## src/rtl/axi4_frame_writer.sv

```systemverilog
// axi4_frame_writer: stream-to-memory AXI4 burst write master.
// Drains a FWFT FIFO into a ring of NUM_FRAMES frame buffers using INCR
// bursts of up to BURST_LEN beats, one burst outstanding at a time.
// The last burst of a frame is shortened to the remaining beats.
// Optional build macro: BRESP_CHECK_EN. When defined, a non-OKAY write
// response sets a sticky err flag. When undefined, err is tied low.
module axi4_frame_writer #(
  parameter int          AXI_ADDR_WIDTH  = 32,
  parameter int          AXI_DATA_WIDTH  = 64,
  parameter int          BURST_LEN       = 64,
  parameter int          FRAME_BYTES     = 153600,
  parameter int          NUM_FRAMES      = 3,
  parameter logic [31:0] FRAME_BASE_ADDR = 32'h0000_0000,
  parameter logic [31:0] FRAME_STRIDE    = 32'h0004_0000,
  parameter int          LEVEL_WIDTH     = 10
) (
  input  logic                        clk_100Mhz,
  input  logic                        rst,
  input  logic                        enable,
  input  logic                        sof,
  input  logic [AXI_DATA_WIDTH-1:0]   fifo_dout,
  input  logic                        fifo_empty,
  input  logic [LEVEL_WIDTH-1:0]      fifo_level,
  output logic                        fifo_rd_en,
  output logic [AXI_ADDR_WIDTH-1:0]   AWADDR,
  output logic [7:0]                  AWLEN,
  output logic [2:0]                  AWSIZE,
  output logic [1:0]                  AWBURST,
  output logic                        AWVALID,
  input  logic                        AWREADY,
  output logic [AXI_DATA_WIDTH-1:0]   WDATA,
  output logic [AXI_DATA_WIDTH/8-1:0] WSTRB,
  output logic                        WLAST,
  output logic                        WVALID,
  input  logic                        WREADY,
  input  logic [1:0]                  BRESP,
  input  logic                        BVALID,
  output logic                        BREADY,
  output logic                        frame_done,
  output logic [3:0]                  wr_buf_idx,
  output logic [3:0]                  last_buf_idx,
  output logic                        busy,
  output logic                        err
);

  localparam int BYTES       = AXI_DATA_WIDTH / 8;
  localparam int FRAME_BEATS = FRAME_BYTES / BYTES;
  localparam int OFF_W       = $clog2(FRAME_BEATS + 1);

  typedef enum logic [1:0] {IDLE, ADDR, DATA, RESP} state_t;

  state_t                    state_q, state_d;
  logic [OFF_W-1:0]          beat_off_q, beat_off_d;
  logic [3:0]                wr_buf_q, wr_buf_d;
  logic [3:0]                last_buf_q, last_buf_d;
  logic [AXI_ADDR_WIDTH-1:0] awaddr_q, awaddr_d;
  logic [7:0]                awlen_q, awlen_d;
  logic [7:0]                beat_cnt_q, beat_cnt_d;
  logic                      sof_pend_q, sof_pend_d;
  logic                      frame_done_q, frame_done_d;

  logic [31:0]               beats_left;
  logic [31:0]               burst_beats;
  logic [31:0]               off_sum;
  logic                      level_ok;
  logic                      frame_end;
  logic [AXI_ADDR_WIDTH-1:0] addr_calc;
  logic                      w_valid;
  logic                      w_hs;
  logic                      b_hs;

  // Burst sizing and start address derived from the current frame offset.
  assign beats_left  = FRAME_BEATS - 32'(beat_off_q);
  assign burst_beats = (beats_left < 32'(BURST_LEN)) ? beats_left : 32'(BURST_LEN);
  assign level_ok    = (32'(fifo_level) >= burst_beats);
  assign addr_calc   = AXI_ADDR_WIDTH'(FRAME_BASE_ADDR)
                     + AXI_ADDR_WIDTH'(wr_buf_q) * AXI_ADDR_WIDTH'(FRAME_STRIDE)
                     + AXI_ADDR_WIDTH'(beat_off_q) * AXI_ADDR_WIDTH'(BYTES);
  assign off_sum     = 32'(beat_off_q) + 32'(awlen_q) + 32'd1;
  assign frame_end   = (off_sum == 32'(FRAME_BEATS));

  assign w_valid = (state_q == DATA) && !fifo_empty;
  assign w_hs    = w_valid && WREADY;
  assign b_hs    = (state_q == RESP) && BVALID;

  assign AWADDR       = awaddr_q;
  assign AWLEN        = awlen_q;
  assign AWSIZE       = 3'($clog2(BYTES));
  assign AWBURST      = 2'b01;
  assign AWVALID      = (state_q == ADDR);
  assign WDATA        = fifo_dout;
  assign WSTRB        = '1;
  assign WVALID       = w_valid;
  assign WLAST        = w_valid && (beat_cnt_q == awlen_q);
  assign fifo_rd_en   = w_hs;
  assign BREADY       = (state_q == RESP);
  assign frame_done   = frame_done_q;
  assign wr_buf_idx   = wr_buf_q;
  assign last_buf_idx = last_buf_q;
  assign busy         = (state_q != IDLE);

  // Next-state logic: burst sequencing, frame offset and buffer ring advance.
  always_comb begin
    state_d      = state_q;
    beat_off_d   = beat_off_q;
    wr_buf_d     = wr_buf_q;
    last_buf_d   = last_buf_q;
    awaddr_d     = awaddr_q;
    awlen_d      = awlen_q;
    beat_cnt_d   = beat_cnt_q;
    sof_pend_d   = sof_pend_q;
    frame_done_d = 1'b0;

    // A frame restart seen mid-burst is deferred until the burst retires.
    if (sof && (state_q != IDLE)) sof_pend_d = 1'b1;

    case (state_q)
      IDLE: begin
        if (sof) begin
          beat_off_d = '0;
        end else if (enable && level_ok) begin
          state_d    = ADDR;
          awaddr_d   = addr_calc;
          awlen_d    = 8'(burst_beats - 32'd1);
          beat_cnt_d = 8'd0;
        end
      end
      ADDR: begin
        if (AWREADY) state_d = DATA;
      end
      DATA: begin
        if (w_hs) begin
          if (beat_cnt_q == awlen_q) state_d = RESP;
          else beat_cnt_d = beat_cnt_q + 8'd1;
        end
      end
      RESP: begin
        if (BVALID) begin
          state_d    = IDLE;
          sof_pend_d = 1'b0;
          if (frame_end) begin
            frame_done_d = 1'b1;
            last_buf_d   = wr_buf_q;
            wr_buf_d     = (wr_buf_q == 4'(NUM_FRAMES - 1)) ? 4'd0 : wr_buf_q + 4'd1;
          end
          if (frame_end || sof_pend_q || sof) beat_off_d = '0;
          else beat_off_d = OFF_W'(off_sum);
        end
      end
      default: state_d = IDLE;
    endcase
  end

  // State and datapath registers with asynchronous active-low reset.
  always_ff @(posedge clk_100Mhz or negedge rst) begin
    if (!rst) begin
      state_q      <= IDLE;
      beat_off_q   <= '0;
      wr_buf_q     <= 4'd0;
      last_buf_q   <= 4'(NUM_FRAMES - 1);
      awaddr_q     <= AXI_ADDR_WIDTH'(FRAME_BASE_ADDR);
      awlen_q      <= 8'd0;
      beat_cnt_q   <= 8'd0;
      sof_pend_q   <= 1'b0;
      frame_done_q <= 1'b0;
    end else begin
      state_q      <= state_d;
      beat_off_q   <= beat_off_d;
      wr_buf_q     <= wr_buf_d;
      last_buf_q   <= last_buf_d;
      awaddr_q     <= awaddr_d;
      awlen_q      <= awlen_d;
      beat_cnt_q   <= beat_cnt_d;
      sof_pend_q   <= sof_pend_d;
      frame_done_q <= frame_done_d;
    end
  end

`ifdef BRESP_CHECK_EN
  logic err_q, err_d;

  // Any non-OKAY response on a B handshake latches err until reset.
  always_comb begin
    err_d = err_q;
    if (b_hs && (BRESP != 2'b00)) err_d = 1'b1;
  end

  // Sticky error flag register.
  always_ff @(posedge clk_100Mhz or negedge rst) begin
    if (!rst) err_q <= 1'b0;
    else      err_q <= err_d;
  end

  assign err = err_q;
`else
  logic unused_bresp;
  assign unused_bresp = ^{BRESP, b_hs};
  assign err = 1'b0;
`endif

endmodule

```

## config.mk

```make
export PLATFORM = sky130hd
export DESIGN_NAME = axi4_frame_writer
export DESIGN_NICKNAME = d
export VERILOG_FILES = /design/src/rtl/axi4_frame_writer.sv
export SDC_FILE = /design/constraint.sdc
export NUM_CORES = 1
export LEC_CHECK = 0
export BUFFER_PORTS_ARGS = -buffer_cell sky130_fd_sc_hd__buf_4
export CORE_MARGIN = 2
export CORE_UTILIZATION = 45
export CTS_CLUSTER_SIZE = 28
export DETAILED_ROUTE_END_ITERATION = 12
export GPL_ROUTABILITY_DRIVEN = 0
export PLACE_DENSITY = 0.77
export SYNTH_ARGS = -nofsm -noshare
export SYNTH_HDL_FRONTEND = slang
export SYNTH_SLANG_ARGS = --single-unit
```

## constraint.sdc

```tcl
create_clock -name clk_100Mhz -period 5.1 [get_ports clk_100Mhz]
set_clock_uncertainty 0.15 [all_clocks]
set_input_delay 0.51 -clock clk_100Mhz [delete_from_list [all_inputs] [get_ports clk_100Mhz]]
set_output_delay 0.51 -clock clk_100Mhz [all_outputs]
set_load 0.01 [all_outputs]
```

Yosys cells after proc, flatten, opt, wreduce, memory -nomap -nowiden
Cells that the tools add are included.

Add/subtract/negate cells: 7. Multipliers: 0. Divide/modulo/power cells: 0. $lt $le $gt $ge: 2. Equality and inequality tests: 14. Shift operators: 0. Multiplexer cells: 24. Bitwise logic cells: 1. Reductions and logical operators: 17.

Operator list (number): $mux 15 (3); $ge 10x32->1 (1); $lt 32x7->1 const B (1); $mux 32 (1); $mux 8 (4); $pmux 15 s2 (1); $add 22x18->23 (1); $add 16x1->17 const B (1); $eq 17x15->1 const B (1); $add 15x8->16 (1); $pmux 8 s2 (1); $sub 15x15->16 const A (1); $mux 2 (6); $ne 2x2->1 const B (6); $reduce_and 3->1 (3); $add 8x1->8 const B (1); $eq 8x8->1 (1); $pmux 2 s4 (1); $sub 8x1->8 const B (1); $mux 1 (6); $reduce_and 6->1 (1); $reduce_bool 2->1 (3); $logic_and 1x1->1 (5); $reduce_and 5->1 (1); 10 further kinds (13).

Flip-flop bits (word level): 75. Latch bits: 0. RAM bits: 0. ROM bits: 0. Output and inout port bits: 133. Word-level logic and storage cells: 74. Memories kept: 0.

Logic depth before layout (Yosys ltp)
Depth after elaboration: 8. Depth in mapped cells: 18.

Worst setup path after synthesis
OpenSTA, ideal clock, no wires.

Path kind: register to register. From: reg beat_off_q[0]. To: reg awaddr_q[12], in the netlist AWADDR[12]. Library setup time: 0.125 ns. Arrival: 3.587 ns. Setup slack: 1.238 ns. Cell stages (with the launch flop): 17. Path buffers: 2. Cell sequence: dfrtp_1 > inv_1 > ha_1 > nor2b_1 > a31oi_1 > mux2_2 > o22ai_1 > and4_1 > buf_2 > nand2_1 > ha_1 > a21o_1 > a21oi_1 > o21bai_1 > nand2_1 > buf_1 > mux2_2.

Word-level cells in the longest chain between the ends: 6. Elaborated cells on any way between the ends: 7. Those cells by class: add/sub (2); order compare (2); mux (1); reduce/logical (2).

Ends and longest elaborated chain: from (decl) (RTL line 53) `logic [OFF_W-1:0] beat_off_q, beat_off_d;`; from (signal assigned) (RTL line 168) `beat_off_q <= beat_off_d;`; $sub 15x15->16 (RTL line 73) `assign beats_left = FRAME_BEATS - 32'(beat_off_q);`; $lt 32x7->1 (RTL line 74) `assign burst_beats = (beats_left < 32'(BURST_LEN)) ? beats_left : 32'(BURST_LEN);`; $mux 32 (RTL line 74); $ge 10x32->1 (RTL line 75) `assign level_ok = (32'(fifo_level) >= burst_beats);`; $logic_and 1x1->1 (RTL line 121) `end else if (enable && level_ok) begin`; $reduce_and 3->1 (no line); to (signal assigned) (RTL line 161) `awaddr_q <= AXI_ADDR_WIDTH'(FRAME_BASE_ADDR);`; to (signal assigned) (RTL line 171) `awaddr_q <= awaddr_d;`; to (decl) (RTL line 56) `logic [AXI_ADDR_WIDTH-1:0] awaddr_q, awaddr_d;`.

Several ways; a longest one is shown, not always the timed one. A chain may end at the register's enable or synchronous reset.

Worst setup path after layout
From: reg beat_off_q[0]. To: reg beat_cnt_q[4].

Word-level cells in the longest chain between the ends: 7.

Ends and longest elaborated chain: $sub 15x15->16 * (RTL line 73); $lt 32x7->1 (RTL line 74); $mux 32 * (RTL line 74); $ge 10x32->1 * (RTL line 75); $logic_and 1x1->1 * (RTL line 121); $ne 2x2->1 (no line) *; $reduce_and 5->1 (no line) *; to (signal assigned) (RTL line 173) `beat_cnt_q <= beat_cnt_d;`; to (decl) (RTL line 58) `logic [7:0] beat_cnt_q, beat_cnt_d;`.

Every way passes the cells marked *; elsewhere a longest branch is shown, timed or not.

==> results <==
- The run finished with clean final reports.
- The flip-flop and latch area is 0.00155 mm².
- Measured on the finished design, the core utilization comes to 0.483.
- For this block, the routed nets add up to 10.6 mm of wire.
- In this run the post-CTS setup repair buffer count came out at 0.
- The synthesized design contains 0 enable-type register cells.
- The remaining global-route overflow is 0.
- After legalization and detailed placement, the total HPWL measured 7.81 mm.
- The endpoint arrival time on the critical path is 4.39 ns.
- The final number of max-transition violations was 0.
- The area of the multi-input gates is 0.00251 mm².
- A synthesized cell averages 8.86 µm².
- TritonCTS built the clock tree.
- In this run the clock root is driven by a sky130_fd_sc_hd__clkbuf_8.
- The die outline area is 0.0116 mm².
- The detail route stage leaves a number of antenna-violating nets equal to 0.
- The later-pin clock latency in the skew report is 0.35 ns.
- The async set-reset flop share out of synthesis is 1.00.
- For the final routed database, the setup TNS stands at 0 ns.
- Detailed routing inserted a total of 3,779 vias.
- Based on the critical path, the design can be clocked at up to 0.233 GHz.
- Setup violations remaining at the end of the flow were counted as 0.
- The routed wirelength normalized by instance count is 15.7 µm.
- The number of hold-slack violations in the final timing report came to 0.
- The initial utilization of the core area, before any placement, comes to 0.467.
- The total area inside the core boundary comes to 0.0104 mm².
- The number of antenna violations at the first check in global routing is 0.
- In the global route stage, met1 resource usage came out at 0.233.
- The first global-routing pass estimated 17.2 mm of wire.
- The critical path capture point type is a register.
- The buffer depth of the longest clock path is 2.
- On the worst path, the slowest cell contributes a delay of 0.45 ns.
- The power density over the cells is 344 mW/mm².
- The number of DRC markers in iteration 0 is 223.
- The synthesized flop and latch total is 62.
- In the global route stage, met3 resource usage came out at 0.0393.
- The critical path required time is 5.19 ns.
- The number of library cell types mapped by synthesis is 75.
- In this run the cell area measured after placement is 0.00479 mm².
- The share of the clock period used by the worst path is 0.842.
- After detailed routing, the number of vias per cell comes to 5.61.
- After filler insertion, the fill cell instance count of the layout stands at 960.
- The relative slew slack is 0.198.
- The setup path with the least slack is of type reg2reg.
- The number of top-level pins is 217.
- For flop-to-flop paths, the worst setup slack is 0.81 ns.
- TritonCTS created 9 clock buffers.
- In this run the worst path has a maximum fanout of 13.
- The count of TritonRoute iterations in the first routing pass is 5.
- The max-cap violation count is 0.
- The total global-route track usage is 0.189.
- The number of global-route vias before repair was 3,557.
- Across the VDD grid, the largest voltage drop is 126 µV.
- For the pin with the worst max-slew slack, the measured transition is 1.20 ns.
- Summing every instance area after synthesis gives 0.00484 mm².
- The startpoint class of the critical path is a register.
- Among all flip-flop cells after synthesis, the most frequent one is sky130_fd_sc_hd__dfrtp_1.
- The most common cell after layout, fill and taps aside is sky130_fd_sc_hd__buf_4.
- In this run the worst hold path is classified as in2async.
- The final critical-path required period is 4.29 ns.
- Entering global routing, the biggest net connects 63 pins.
- For this design, the CTS-stage hold fixing added 0 buffers.
- The cell count after synthesis is 546.
- The clock sink total is 62.
- The critical path goes through inv_1, ha_1, nor2b_1, a31oi_1, mux2_2, o22ai_1, and4_1, buf_4, nand2_1, ha_1, a21o_1, a21oi_1, o21bai_1, a21oi_1, or2_0, o31ai_1, a22o_1.
- On the critical path, the stage with the largest delay is an instance of sky130_fd_sc_hd__dfrtp_1.
- The clock transition at the registers of the reported paths is 0.07 ns.
- The global-route layer with the greatest usage is met2.
- In this run the static leakage power is 2.36 nW.
- In the global route stage, met2 resource usage came out at 0.292.
- Of the cells placed in the final design, the portion with a size suffix greater than 1 is 0.199.
- The count of unresolved DRC violations after routing is 0.
- The number of buffers inserted by port buffering is 59.
- The H-tree level count is 3.
- During synthesis, Yosys emitted a total of 0 warnings.
- The share of synthesized area occupied by flip-flops and latches is 0.321.
- Setup repair after global routing left no endpoint under its margin.
- The floorplan step set the die width to 108 µm.
- The number of antenna repair diodes is 0.
- Relative to the synthesized area, the layout overhead comes to 3.41%.
- The number of standard-cell rows in the floorplan is 37.
- The vertical die dimension is 108 µm.
- The net count reported at finish is 643.
- Leaving out fill and tap cells, the most frequent cells in the layout are 63 x sky130_fd_sc_hd__buf_4, 61 x sky130_fd_sc_hd__dfrtp_1, 50 x sky130_fd_sc_hd__nand2_1.
- In this run, post-CTS repair resized a total of 0 instances.
- With fillers left out, the area of the finished cells amounts to 0.00500 mm².
## layout make-up
| class | instances | area share |
|---|---|---|
| clock inverters | 4 | 0.0145 |
| multi-input cells | 375 | 0.501 |
| flip-flops and latches | 62 | 0.310 |
| repair buffers | 63 | 0.0945 |
| well taps | 136 | 0.0340 |
| inverters | 22 | 0.0165 |
| clock buffers | 12 | 0.0290 |
## worst max-delay path: cells and delay by family (launching register included)
kind | cells | cell delay, ns
AO/OA/AOI/OAI | 8 | 1.53
adder cells (fa/ha/maj) | 2 | 0.56
AND/OR/NAND/NOR | 4 | 0.85
multiplexers | 1 | 0.35
flip-flops | 1 | 0.45
buffers and inverters | 2 | 0.31
## path summary, 6_finish.rpt
kind                                     from       endpoint  cells after the start
worst max-delay path            beat_off_q[0]  beat_cnt_q[4]                     17
worst min-delay path                      rst  beat_cnt_q[4]                      1
max in group asynchronous                 rst  wr_buf_idx[3]                      1
worst max register to register  beat_off_q[0]  beat_cnt_q[4]                     17
worst min register to register      AWADDR[3]      AWADDR[3]                      2
min in group clk_100Mhz                BVALID     sof_pend_q                      2
## flip-flops by register name, indices dropped and copies added, names as in the netlist
name,cells
AWADDR,19
beat_off_q,15
AWLEN,8
beat_cnt_q,8
last_buf_idx,4
wr_buf_idx,4
state_q,2
frame_done,1
sof_pend_q,1
## power by group
| part | total [W] | leakage [nW] | switching, W | internal [W] |
|---|---|---|---|---|
| Sequential | 0.000619 | 0.831 | 0.0000774 | 0.000541 |
| Combinational | 0.000616 | 1.43 | 0.000367 | 0.000249 |
| Clock | 0.000487 | 0.107 | 0.000199 | 0.000288 |
## Yosys cell counts, types with 6 or more instances
| cell | number | share of area |
|---|---|---|
| sky130_fd_sc_hd__inv_1 | 22 | 0.017 |
| sky130_fd_sc_hd__buf_4 | 96 | 0.15 |
| sky130_fd_sc_hd__nand3_1 | 20 | 0.021 |
| sky130_fd_sc_hd__nor2_1 | 23 | 0.018 |
| sky130_fd_sc_hd__nand4_1 | 8 | 0.010 |
| sky130_fd_sc_hd__mux2_2 | 13 | 0.030 |
| sky130_fd_sc_hd__a21oi_1 | 24 | 0.025 |
| sky130_fd_sc_hd__clkbuf_1 | 16 | 0.012 |
| sky130_fd_sc_hd__nand2_1 | 50 | 0.039 |
| sky130_fd_sc_hd__a21o_1 | 10 | 0.016 |
| sky130_fd_sc_hd__o21ai_0 | 33 | 0.034 |
| sky130_fd_sc_hd__xnor2_1 | 9 | 0.016 |
| sky130_fd_sc_hd__ha_1 | 25 | 0.065 |
| sky130_fd_sc_hd__and2_1 | 7 | 0.0090 |
| sky130_fd_sc_hd__nor3_1 | 8 | 0.0083 |
| sky130_fd_sc_hd__xor2_1 | 11 | 0.020 |
| sky130_fd_sc_hd__o22ai_1 | 6 | 0.0078 |
| sky130_fd_sc_hd__dfrtp_1 | 61 | 0.32 |
## metrics by stage
step / hold WS [ns] / std cells / power [W] / setup WS, ns
floorplan: 0.0644 / 574 / 0.00110 / 1.24
global placement: 0.320 / 658 / 0.00121 / 0.888
detailed placement: 0.326 / 658 / 0.00123 / 0.822
CTS: 0.118 / 674 / 0.00173 / 0.815
global route: 0.162 / 674 / 0.00182 / 0.450
finish: 0.0877 / 674 / 0.00172 / 0.807
## metal layers
layer	up-vias	routed length (µm)
met5	-	0
met4	0	490
met3	46	715
met2	170	4990
met1	1783	4370
li1	1780	-
## logic make-up after synthesis
| group | Yosys count | synth area share |
|---|---|---|
| flops | 62 | 0.321 |
| compound gates | 124 | 0.171 |
| mux | 20 | 0.0499 |
| other cells | 2 | 0.00155 |
| simple gates | 155 | 0.169 |
| fa+ha+maj | 26 | 0.0688 |
| buf+inv | 137 | 0.183 |
| xor+xnor | 20 | 0.0362 |
Power figures use the tool's default switching activity.
